$ cat config.mk
export PLATFORM = sky130hd
export DESIGN_NAME = timer_bank_flat
export DESIGN_NICKNAME = d
export VERILOG_FILES = /design/src/rtl/timer_bank_if.sv /design/src/rtl/timer_bank.sv /design/src/flat_wrapper.sv
export SDC_FILE = /design/constraint.sdc
export NUM_CORES = 1
export LEC_CHECK = 0
export CELL_PAD_IN_SITES_DETAIL_PLACEMENT = 1
export CELL_PAD_IN_SITES_GLOBAL_PLACEMENT = 1
export CORE_MARGIN = 1
export CORE_UTILIZATION = 45
export DETAILED_ROUTE_END_ITERATION = 7
export PLACE_DENSITY = 0.77
export SLEW_MARGIN = 0
export SYNTH_ARGS = -nofsm -noshare
export SYNTH_HDL_FRONTEND = slang
export SYNTH_SLANG_ARGS = --single-unit
$ cat constraint.sdc
create_clock -name clk -period 7.6 [get_ports clk]
set_input_delay 1.52 -clock clk [delete_from_list [all_inputs] [get_ports clk]]
set_output_delay 1.52 -clock clk [all_outputs]
set_load 0.02 [all_outputs]
$ cat src/rtl/timer_bank_if.sv
// rtl/timer_bank_if.sv - native memory bus bundle between CPU master and timer_bank
interface timer_bank_if;
    logic        valid;
    logic        ready;
    logic [3:0]  wstrb;
    logic [31:0] addr;
    logic [31:0] wdata;
    logic [31:0] rdata;

    modport master (output valid, wstrb, addr, wdata, input ready, rdata);
    modport slave  (input valid, wstrb, addr, wdata, output ready, rdata);
endinterface

$ cat src/rtl/timer_bank.sv
// rtl/timer_bank.sv - CHANNELS independent WIDTH-bit compare timers with sticky wrap flags and irq
module timer_bank #(
    parameter int CHANNELS = 2,
    parameter int WIDTH    = 32
) (
    input  logic                clk,
    input  logic                resetn,
    timer_bank_if.slave         bus,
    output logic [CHANNELS-1:0] tick,
    output logic                irq
);

    localparam logic [1:0] REG_CTRL   = 2'd0;
    localparam logic [1:0] REG_MAX    = 2'd1;
    localparam logic [1:0] REG_CNT    = 2'd2;
    localparam logic [1:0] REG_STATUS = 2'd3;

    logic [CHANNELS-1:0] en;
    logic [CHANNELS-1:0] oneshot;
    logic [CHANNELS-1:0] ie;
    logic [CHANNELS-1:0] flag;
    logic [WIDTH-1:0]    max_q [CHANNELS];
    logic [WIDTH-1:0]    cnt_q [CHANNELS];

    logic                accept;
    logic                wr;
    logic [2:0]          ch;
    logic [1:0]          rsel;
    logic [CHANNELS-1:0] wrap;
    logic [CHANNELS-1:0] sel;
    logic [31:0]         rd_data;
    logic                unused_addr;

    assign accept      = bus.valid & ~bus.ready;
    assign wr          = accept & (|bus.wstrb);
    assign ch          = bus.addr[6:4];
    assign rsel        = bus.addr[3:2];
    assign unused_addr = ^{bus.addr[31:7], bus.addr[1:0]};
    assign irq         = |(flag & ie);

    // Byte-lane merge into a field; lanes beyond WIDTH fall away on truncation.
    function automatic logic [WIDTH-1:0] merge(input logic [WIDTH-1:0] old,
                                               input logic [3:0] ws,
                                               input logic [31:0] wd);
        logic [31:0] m;
        m = 32'(old);
        for (int n = 0; n < 4; n++) begin
            if (ws[n]) m[8*n +: 8] = wd[8*n +: 8];
        end
        return m[WIDTH-1:0];
    endfunction

    always_comb begin
        wrap = '0;
        sel  = '0;
        for (int i = 0; i < CHANNELS; i++) begin
            wrap[i] = en[i] && (cnt_q[i] == max_q[i]);
            sel[i]  = wr && (ch == 3'(i));
        end
    end

    // Channels outside CHANNELS never match, so they read 0 and ignore writes.
    always_comb begin
        rd_data = '0;
        for (int i = 0; i < CHANNELS; i++) begin
            if (ch == 3'(i)) begin
                case (rsel)
                    REG_CTRL:   rd_data = {29'd0, ie[i], oneshot[i], en[i]};
                    REG_MAX:    rd_data = 32'(max_q[i]);
                    REG_CNT:    rd_data = 32'(cnt_q[i]);
                    default:    rd_data = {31'd0, flag[i]};
                endcase
            end
        end
    end

    always_ff @(posedge clk) begin
        if (!resetn) begin
            bus.ready <= 1'b0;
            bus.rdata <= '0;
            tick      <= '0;
            en        <= '0;
            oneshot   <= '0;
            ie        <= '0;
            flag      <= '0;
            for (int i = 0; i < CHANNELS; i++) begin
                max_q[i] <= '0;
                cnt_q[i] <= '0;
            end
        end else begin
            bus.ready <= accept;
            bus.rdata <= accept ? rd_data : 32'd0;
            tick      <= wrap;
            for (int i = 0; i < CHANNELS; i++) begin
                if (en[i]) cnt_q[i] <= wrap[i] ? '0 : cnt_q[i] + WIDTH'(1);
                if (wrap[i] && oneshot[i]) en[i] <= 1'b0;

                // A wrap on the same edge beats a write-1-clear.
                if (wrap[i])
                    flag[i] <= 1'b1;
                else if (sel[i] && rsel == REG_STATUS && bus.wstrb[0] && bus.wdata[0])
                    flag[i] <= 1'b0;

                // Bus writes come last so they override the counting update above.
                if (sel[i]) begin
                    case (rsel)
                        REG_CTRL: begin
                            if (bus.wstrb[0]) begin
                                en[i]      <= bus.wdata[0];
                                oneshot[i] <= bus.wdata[1];
                                ie[i]      <= bus.wdata[2];
                            end
                        end
                        REG_MAX: max_q[i] <= merge(max_q[i], bus.wstrb, bus.wdata);
                        REG_CNT: cnt_q[i] <= merge(cnt_q[i], bus.wstrb, bus.wdata);
                        default: ;
                    endcase
                end
            end
        end
    end

endmodule

$ cat src/flat_wrapper.sv
// flat-port wrapper written by rule: the top's interface ports become plain ports
module timer_bank_flat 
#(
    parameter int CHANNELS = 2,
    parameter int WIDTH    = 32
)
  (clk, resetn, tick, irq, bus_valid, bus_wstrb, bus_addr, bus_wdata, bus_ready, bus_rdata);
  timer_bank_if bus_i ();
  input  logic clk;
  input  logic resetn;
  output logic [CHANNELS-1:0] tick;
  output logic irq;
  input wire logic [$bits(bus_i.valid)-1:0] bus_valid;
  input wire logic [$bits(bus_i.wstrb)-1:0] bus_wstrb;
  input wire logic [$bits(bus_i.addr)-1:0] bus_addr;
  input wire logic [$bits(bus_i.wdata)-1:0] bus_wdata;
  output wire logic [$bits(bus_i.ready)-1:0] bus_ready;
  output wire logic [$bits(bus_i.rdata)-1:0] bus_rdata;
  assign bus_i.valid = bus_valid;
  assign bus_i.wstrb = bus_wstrb;
  assign bus_i.addr = bus_addr;
  assign bus_i.wdata = bus_wdata;
  assign bus_ready = bus_i.ready;
  assign bus_rdata = bus_i.rdata;
  timer_bank #(.CHANNELS(CHANNELS), .WIDTH(WIDTH)) u_core (.clk(clk), .resetn(resetn), .bus(bus_i), .tick(tick), .irq(irq));
endmodule
; ---- Word-level counts from Yosys, hierarchy flattened
; Memories as Yosys holds them, arrays and structs flattened.
; Cells that the tools add are included.
[classes]
n_mux = 109
n_reduce_logical = 21
add_sub_neg = 2
n_shift = 0
div = 0
n_eq_ne = 6
magnitude_cmp = 0
bitwise = 10
multipliers = 0
[ops]
columns = cell, n
row1 = 8-bit 2-to-1 mux, 64
row2 = 32-bit 2-to-1 mux, 10
row3 = 32-bit case mux with 3 select lines, 2
row4 = 32-bit by 1-bit adder with 32-bit output (second input constant), 2
row5 = 32-bit == test, 2
row6 = 1-bit 2-to-1 mux, 33
row7 = 1-bit logical AND, 12
row8 = 1-bit bitwise OR, 6
row9 = 3-bit AND reduction, 2
row10 = 2-bit == test (second input constant), 2
row11 = 2-bit nonzero test, 2
row12 = 4-bit OR reduction, 1
row13 = 3-bit by 1-bit == test with 1-bit output (second input constant), 1
row14 = 3-bit logical NOT, 1
row15 = 1-bit bitwise AND, 2
row16 = 2-bit bitwise AND, 1
row17 = 2-bit by 1-bit == test with 1-bit output (second input constant), 1
row18 = 2-bit logical NOT, 1
row19 = 2-bit AND reduction, 1
row20 = 2-bit OR reduction, 1
row21 = 1-bit NOT, 1
[word_totals]
word_cells = 160
regBits = 43
rom_bits = 0
latchBits = 0
inputBits = 71
output_inout_bits = 36
ramBits = 128
n_memories = 2
[mem_list]
columns = memory, words, word_bits, rd, rd_ports_with_merged_regs, wr, line
row1 = u_core.cnt_q, 2, 32, 2, 0, 2, timer_bank.sv:23  ; logic [WIDTH-1:0] cnt_q [CHANNELS];
row2 = u_core.max_q, 2, 32, 2, 0, 2, timer_bank.sv:22  ; logic [WIDTH-1:0] max_q [CHANNELS];

; ---- Logic depth before layout (Yosys ltp)
[logic_depth]
depth_word = 9
depth_mapped = 8
ltp_nobuf = 6

; ---- Worst setup path after synthesis
; OpenSTA, ideal clock, no wires.
[synth_timing]
path_kind = input -> register
from = input bus_addr[6]
to = memory u_core.cnt_q[1][0] (enable)
cell_stages = 7
setup_time_ps = 385
n_path_buf = 2
required_ps = 7215
arrival_time_ps = 3495
slack_ps = 3720
path_cell_list = or3b_2 -> clkbuf_1 -> nor3_1 -> and3_1 -> buf_2 -> or3b_2 -> a21boi_0
[synth_lines]
columns = item, line
row1 = from (decl), flat_wrapper.sv:15  ; input wire logic [$bits(bus_i.addr)-1:0] bus_addr;
row2 = to (decl), timer_bank.sv:23

==> impl_summary.md <==
Run status
The run finished with clean final reports.

Synthesis
Counting every net in the synthesized netlist gives between 1,000 and 1,500. The fraction of registers with async set/reset is 0. After synthesis, the netlist uses between 50 and 60 different library cells. The warning count from the yosys run is 0. The commonest register cell after synthesis is edfxtp_1. The number of enable flip-flop cells after synthesis is between 100 and 150. The number of instances in the synthesized netlist is 937.

After synthesis the netlist holds a flip-flop and latch count of 171. Each instance of the synthesized netlist takes up on average about 10 um2. For this run, the register share of the synthesized area comes to 0.491. The netlist area before placement is 9570 um2.

Worst setup path
The maximum cell stage delay along the critical path is 930 ps. The worst setup path is launched from an input pin. The category of the most critical setup path is in -> reg.

The cell with the biggest individual delay on the critical path is a21boi_0. The data arrival time of the critical path is roughly 5200 ps. The cell seen most often among critical-path stages is or3b_2.

The required time at the endpoint of the critical path is 7650 ps. In this run the worst path has a maximum fanout of 37. The worst setup path is captured at a flip-flop. In this run the critical register-to-register path is launched from u_core.bus.ready. The critical path starts at bus_addr[4]. Traced cell by cell, the critical path runs through clkdlybuf4s50_1 -> or3b_2 -> nor3_1 -> and3_1 -> buf_4 -> or3b_2 -> a21boi_0.

STA
The portion of the clock cycle consumed by the worst path in the final layout is 0.671. The sum of negative setup slack is 0 ps. The slew of the pin with the lowest slew margin is 1290 ps. The highest clock frequency the design can meet is 196 MHz.

The worst pin sits at a relative slew slack of 0.132. On the final layout, the worst clock skew is 13.0 ps. Setup repair after global routing left no endpoint under its margin. The number of setup violations in the final report is 0. The time the final worst path needs with I/O delays and setup is 5100 ps.

The final max-slew violation count came to 0. The final number of hold-violating endpoints was 0.

Clocking
The deepest level of the CTS H-tree is 4. Counting along the longest clock path gives a buffer depth of 2. After clock tree synthesis, the repair step resized 0 gates. The clock sink total is 171. Clock tree synthesis inserted a total of 17 buffers. The cell sitting at the root of the clock tree is a clkbuf_16.

The clock tree from TritonCTS is done. The clock latency on the worst-skew pair is 430 ps. The cts-stage hold buffer count is 0. Buffers added to address setup during post-CTS repair amount to 0. Clock-pin slew was measured on the worst setup and hold paths at 70 ps.

Floorplanning
Measured along the x axis, the die boundary spans 148 um. The initial utilization of the core area, before any placement, comes to 0.466. 107 I/O pins were placed. The initialized floorplan defines 52 standard-cell rows. The core region is ~21,000 um2.

In this run the vertical extent of the chip is 148 um. The die footprint is 21,900 um2.

Detailed routing
The number of design rule violations left after detail routing is 0. The sum of routed wire length over all layers is between 30 and 40 mm. In the final routed layout, each cell accounts on average for 26.5 um. Once detail routing completed, the nets flagged for antenna violations numbered 0. The routed layout has ~8,100 vias. The first detailed-routing pass took 5 iterations.

The detailed router finished its first iteration with 818 violations. The average vias per placed instance is 6.42.

Power and ir drop
For this design the static power due to leakage is 3.73 nW. In this run the power density over the cells is between 200 and 250 nW/um2. The internal portion of the total power is roughly 0.0017 W. The proportion of power drawn by flip-flops and latches is 0.491.

The combinational cell fraction of total power is 0.129. The worst-case vdd ir drop is 0.151 mV. Of the total power, the share spent switching nets is 0.281. Of the total power, the clock network draws 0.380. The switching component of the power is 0.000668 W.

Layout
The filler cell count in the final layout is 2,248. Leaving out fill and tap cells, the most frequent cell in the layout is edfxtp_1. The growth of design area from synthesis to finish is 16.8%. The final design utilization is 0.544. In the final layout, the share of cells above drive strength 1 is 0.0716. Summing all multi-input logic gate instances after layout gives ~4600 um2. 0 antenna diodes ended up in the layout.

The sequential cells in the finished layout cover a total of 4700 um2. The number of nets in the finished design is 1,051. Leaving out fill and tap cells, the most frequent cells in the layout are 128 x edfxtp_1, 91 x xor2_1, 88 x nand2_1.

Placed design
Buffers placed on the I/O ports in this run total 79. The final weighted congestion in routability-driven placement is about 0.94. The wire-length estimate of the detail-placed layout is 24.5 mm.

Worst hold path
The startpoint of the lowest-slack hold path is u_core.bus.ready. In this run the worst hold path is classified as reg -> reg.

GRT
The via count of the first global-routing pass was 8,469. The first global-routing pass estimated ~51 mm of wire. The overall track demand over capacity in global routing is 0.320. Summed over all layers, the global routing overflow is 0. The number of antenna violations at the first check in global routing is 0. The pin count of the biggest net entering global routing is 60.

Flow run
Across the run, the number of max-cap violations was 0.
-- synthesized netlist by cell type, types with 3 or more instances --
cell type,instances,share of area
edfxtp_1,128,0.40
o31ai_1,61,0.048
buf_2,10,0.0052
xor2_1,91,0.083
nand4_1,26,0.017
and2_1,37,0.024
o221ai_1,3,0.0027
nand3b_1,3,0.0024
nor2b_1,9,0.0059
and4_1,6,0.0055
dfxtp_1,43,0.090
buf_1,3,0.0012
nor2_1,52,0.020
nor3_1,24,0.013
inv_1,14,0.0055
and3_1,9,0.0059
nand2_1,88,0.035
a22oi_1,58,0.045
mux2i_1,10,0.010
o21ai_0,10,0.0052
or3_1,4,0.0026
o22a_1,32,0.029
a21boi_0,10,0.0078
or4_4,3,0.0035
nand3_1,34,0.018
nor4_1,35,0.023
clkbuf_1,61,0.024
or2_2,6,0.0039
xnor2_1,27,0.025
a21oi_1,9,0.0047
-- critical path: cells and delay by family --
kind / cells / cell delay [ps]
AO/OA/AOI/OAI: 1 / 930
buffers and inverters: 2 / 860
AND/OR/NAND/NOR: 4 / 1820
-- logic make-up (layout without fill, tap and decap cells) --
| logic type | Yosys count | count (layout) | share of synthesized area |
|---|---|---|---|
| AO/OA/AOI/OAI | 193 | 193 | 0.152 |
| XOR/XNOR | 118 | 118 | 0.108 |
| adder cells (fa/ha/maj) | 2 | 2 | 0.00261 |
| buffers and inverters | 90 | 144 | 0.0369 |
| flip-flops | 171 | 171 | 0.491 |
| multiplexers | 12 | 12 | 0.0152 |
| AND/OR/NAND/NOR | 351 | 351 | 0.194 |
-- worst paths after layout --
path                        end  depth (start not counted)  slack, ps
min reg2reg    u_core.bus.ready                          2        550
max          u_core.cnt_q[1][5]                          7       2500
min            u_core.bus.ready                          2        550
max reg2reg  u_core.cnt_q[1][5]                          6       4400
-- power groups by stage --
| stage | sequential (W) | clock [W] | combinational (W) |
|---|---|---|---|
| floorplan | 0.00113 | 0 | 0.000200 |
| global placement | 0.00118 | 0 | 0.000288 |
| detailed placement | 0.00118 | 0 | 0.000296 |
| CTS | 0.00116 | 0.000908 | 0.000300 |
| global route | 0.00117 | 0.000944 | 0.000324 |
| finish | 0.00117 | 0.000902 | 0.000305 |
-- layout make-up --
class | count | area share
flip-flops and latches | 171 | 0.421
repair buffers | 98 | 0.0835
inverters | 14 | 0.00470
clock inverters | 9 | 0.00985
multi-input cells | 676 | 0.407
clock buffers | 23 | 0.0438
well taps | 270 | 0.0302
-- registers in the layout, summed over array words and instances, names as in the netlist --
signal	flops
u_core.ie	2
u_core.bus.rdata	32
u_core.en	2
u_core.flag	2
u_core.cnt_q	64
u_core.max_q	64
u_core.bus.ready	1
u_core.oneshot	2
u_core.tick	2
-- per-stage QoR --
| stage | area [um2] | setup slack, ps | instances | total power (W) | hold slack (ps) |
|---|---|---|---|---|---|
| global placement | 10600 | 2120 | 1229 | 0.00147 | 531 |
| global route | 11200 | 2320 | 1261 | 0.00244 | 586 |
| finish | 11200 | 2500 | 1261 | 0.00237 | 550 |
| CTS | 11200 | 2480 | 1261 | 0.00237 | 553 |
| floorplan | 9570 | 3720 | 937 | 0.00133 | 499 |
| detailed placement | 10600 | 2070 | 1229 | 0.00148 | 538 |
-- per-layer routing --
layer  routed length [um]  track usage
met4                 2230        0.207
met2                16200        0.528
met5                    0            0
met1                13400        0.392
met3                 1600       0.0441
Note: power is estimated with default switching activity, not from simulation.
==> edit: new RTL, same flow settings <==
Put a register stage on the output `irq`, with the module's reset. The value now appears one clock later. The other outputs are not delayed to match.
--- a/src/rtl/timer_bank.sv
+++ b/src/rtl/timer_bank.sv
@@ -38,3 +38,9 @@
     assign unused_addr = ^{bus.addr[31:7], bus.addr[1:0]};
-    assign irq         = |(flag & ie);
+    always_ff @(posedge clk) begin
+        if (!resetn) begin
+            irq <= '0;
+        end else begin
+            irq <= |(flag & ie);
+        end
+    end
 
Behaviour: not the same (a bounded check fails within 4 cycles, from zero or initial values and one cycle with resetn low).
==> edit against the original RTL <==
- utilization about the same
- cell area is essentially flat
- sequential share of layout area increased by 0.16 points
- die area fell by 0.11%
- power increased by 1.4%
- first-iteration DRC count grew 1.2%
- routed wire length about the same
- worst setup slack improved by 0.46 ns
- sequential cell count increased by 1
- area after synthesis down 0.10%
==> edit: results (changes against the original RTL) <==
layout:
  top_regs: "u_core.cnt_q x64, u_core.max_q x64, u_core.bus.rdata x32"  # unchanged
  drive_gt1_share_pct: 7.83  # was 7.16%
  fillers: 2236  # was 2248
  fin_nets: 1044  # was 1051
  instances_no_fill: 1253  # was 1261
timing:
  clock_skew_ns: 0.0119  # was 0.0130 ns
  tightest_slew_ns: 1.18  # was 1.29 ns
clock_tree:
  cts.clk_slew.worst_paths_ns: 0.07  # about the same
  ctsResizeCount: 0  # unchanged
  cts_buffers: 17  # unchanged
placement:
  port_buffers: 79  # unchanged
  dp_cells: 1222  # was 1229
  gp_congestion: 0.858  # was 0.942
  dp_hpwl_um: 23100  # was 24500 µm
global_routing:
  grt_pass1_vias: 7915  # was 8469
  grtUsageTotal_pct: 31.2  # was 32.0%
  grt_first_pass_wirelength_um: 49400  # was 51300 µm
  grt_max_degree: 60  # unchanged
setup_path:
  cp_max_fo: 35  # was 37
  reg2reg_setup_slack_ns: 4.61  # was 4.40 ns
  timing.rr.start: "u_core.cnt_q[0][17]$_SDFFCE_PP0P_"  # was u_core.bus.ready$_SDFF_PN0_
  arrival_ns: 4.78  # was 5.15 ns
  reg2reg_to: "u_core.cnt_q[0][4]$_SDFFCE_PP0P_"  # was u_core.cnt_q[1][5]$_DFFE_PP_
route:
  ant_nets: 0  # unchanged
  wire_per_inst_um: 26.7  # was 26.5 µm
  firstDrtPassIters: 7  # was 5
  drtIter0Drc: 828  # was 818
  via_per_inst: 6.45  # was 6.42
logic_synthesis:
  synth_area_per_cell_um2: 10.3  # was 10.2 µm²
  synthTopCellsByCount: "edfxtp_1, nand2_1, xor2_1"  # was edfxtp_1, xor2_1, nand2_1
  yosysUniqueCellTypes: 54  # was 51
  yosys_warnings: 0  # unchanged
  yosysSeqAreaShare_pct: 49.4  # was 49.1%
  synth-edff-count: 128  # unchanged
  async_reset_ff_share_pct: 0  # unchanged
  synth_top_cells_by_area: "edfxtp_1, dfxtp_1, xor2_1"  # unchanged
pwr:
  leakagePower_nw: 3.71  # was 3.73 nW
  ir_drop_mv: 0.150  # was 0.151 mV
hold_path:
  worstHoldPathType: "register to register"  # unchanged
  hold_path_startpoint: "u_core.oneshot[1]$_SDFFE_PN0P_"  # was u_core.bus.ready$_SDFF_PN0_
  hold_end: "u_core.oneshot[1]$_SDFFE_PN0P_"  # was u_core.bus.ready$_SDFF_PN0_
outcome:
  status: "finished, final reports clean"  # unchanged
edit: cell count changes in the layout (fill, tap and decap cells not counted), sizes merged, moves of 4 or more:
| cell | change |
|---|---|
| nand2 | +4 |
| o21ai | +6 |
| nand3 | +4 |
| nand4 | -6 |
| nor4 | -4 |
| o31ai | -4 |
| or4 | -4 |
| clkbuf | -4 |
edit: cell type report:
class | count | area [µm²] | share of cell area, %
sequential | 172 | 4720 | 42.2
multi-input combinational | 669 | 4520 | 40.4
timing repair buffer | 101 | 956 | 8.54
clock buffer | 19 | 453 | 4.05
tap | 270 | 338 | 3.02
clock inverter | 12 | 160 | 1.43
inverter | 10 | 37.5 | 0.336
edit: metrics by stage:
step	hold WS, ns	cell area (µm²)	setup slack (ns)
after floorplan	0.451	9560	4.02
after global placement	0.478	10600	2.77
after detailed placement	0.480	10600	2.63
after CTS	0.490	11200	2.97
after global routing	0.503	11200	2.84
final	0.486	11200	2.96
edit: worst max path at each step:
stage,startpoint,depth (start not counted),endpoint,slack [ns]
final,bus_addr[2],6,u_core.max_q[0][39]$_SDFFCE_PP0P_,2.96
after global routing,bus_addr[2],6,u_core.max_q[0][39]$_SDFFCE_PP0P_,2.84
after CTS,bus_addr[2],6,u_core.max_q[0][39]$_SDFFCE_PP0P_,2.97
after detailed placement,bus_addr[2],5,u_core.max_q[0][3]$_SDFFCE_PP0P_,2.63
after global placement,bus_addr[2],5,u_core.max_q[0][2]$_SDFFCE_PP0P_,2.77
after floorplan,bus_addr[2],6,u_core.max_q[0][32]$_SDFFCE_PP0P_,4.02
edit: power breakdown:
group          switching, mW  internal (mW)
Sequential            0.0877           1.07
Clock                  0.394          0.537
Combinational          0.200          0.113
Total                  0.682           1.72
edit: critical path, stage by stage:
cell,delay (ns)
clkdlybuf4s50_1,0.76
nor2b_4,0.81
buf_4,0.52
nand2_1,0.23
o21ai_0,0.65
buf_4,0.29
edit: layer usage:
layer	part of all wire [%]	GRT usage (%)
met1	42	40.5
met5	0.11	1.36
met3	6.3	5.34
met4	4.4	15.7
met2	47	50.2
edit: cell families (layout without fill, tap and decap cells):
family                     count (synthesis)  after routing  share of synthesized area [%]
xor gates and xnor gates                 118            118                           10.8
and+or+nand+nor                          341            341                           18.9
adders and majority gates                  2              2                          0.262
buffers and inverters                     87            142                           3.86
muxes                                      9              9                           1.20
AOI/OAI and AO/OA                        199            199                           15.5
DFF                                      172            172                           49.4
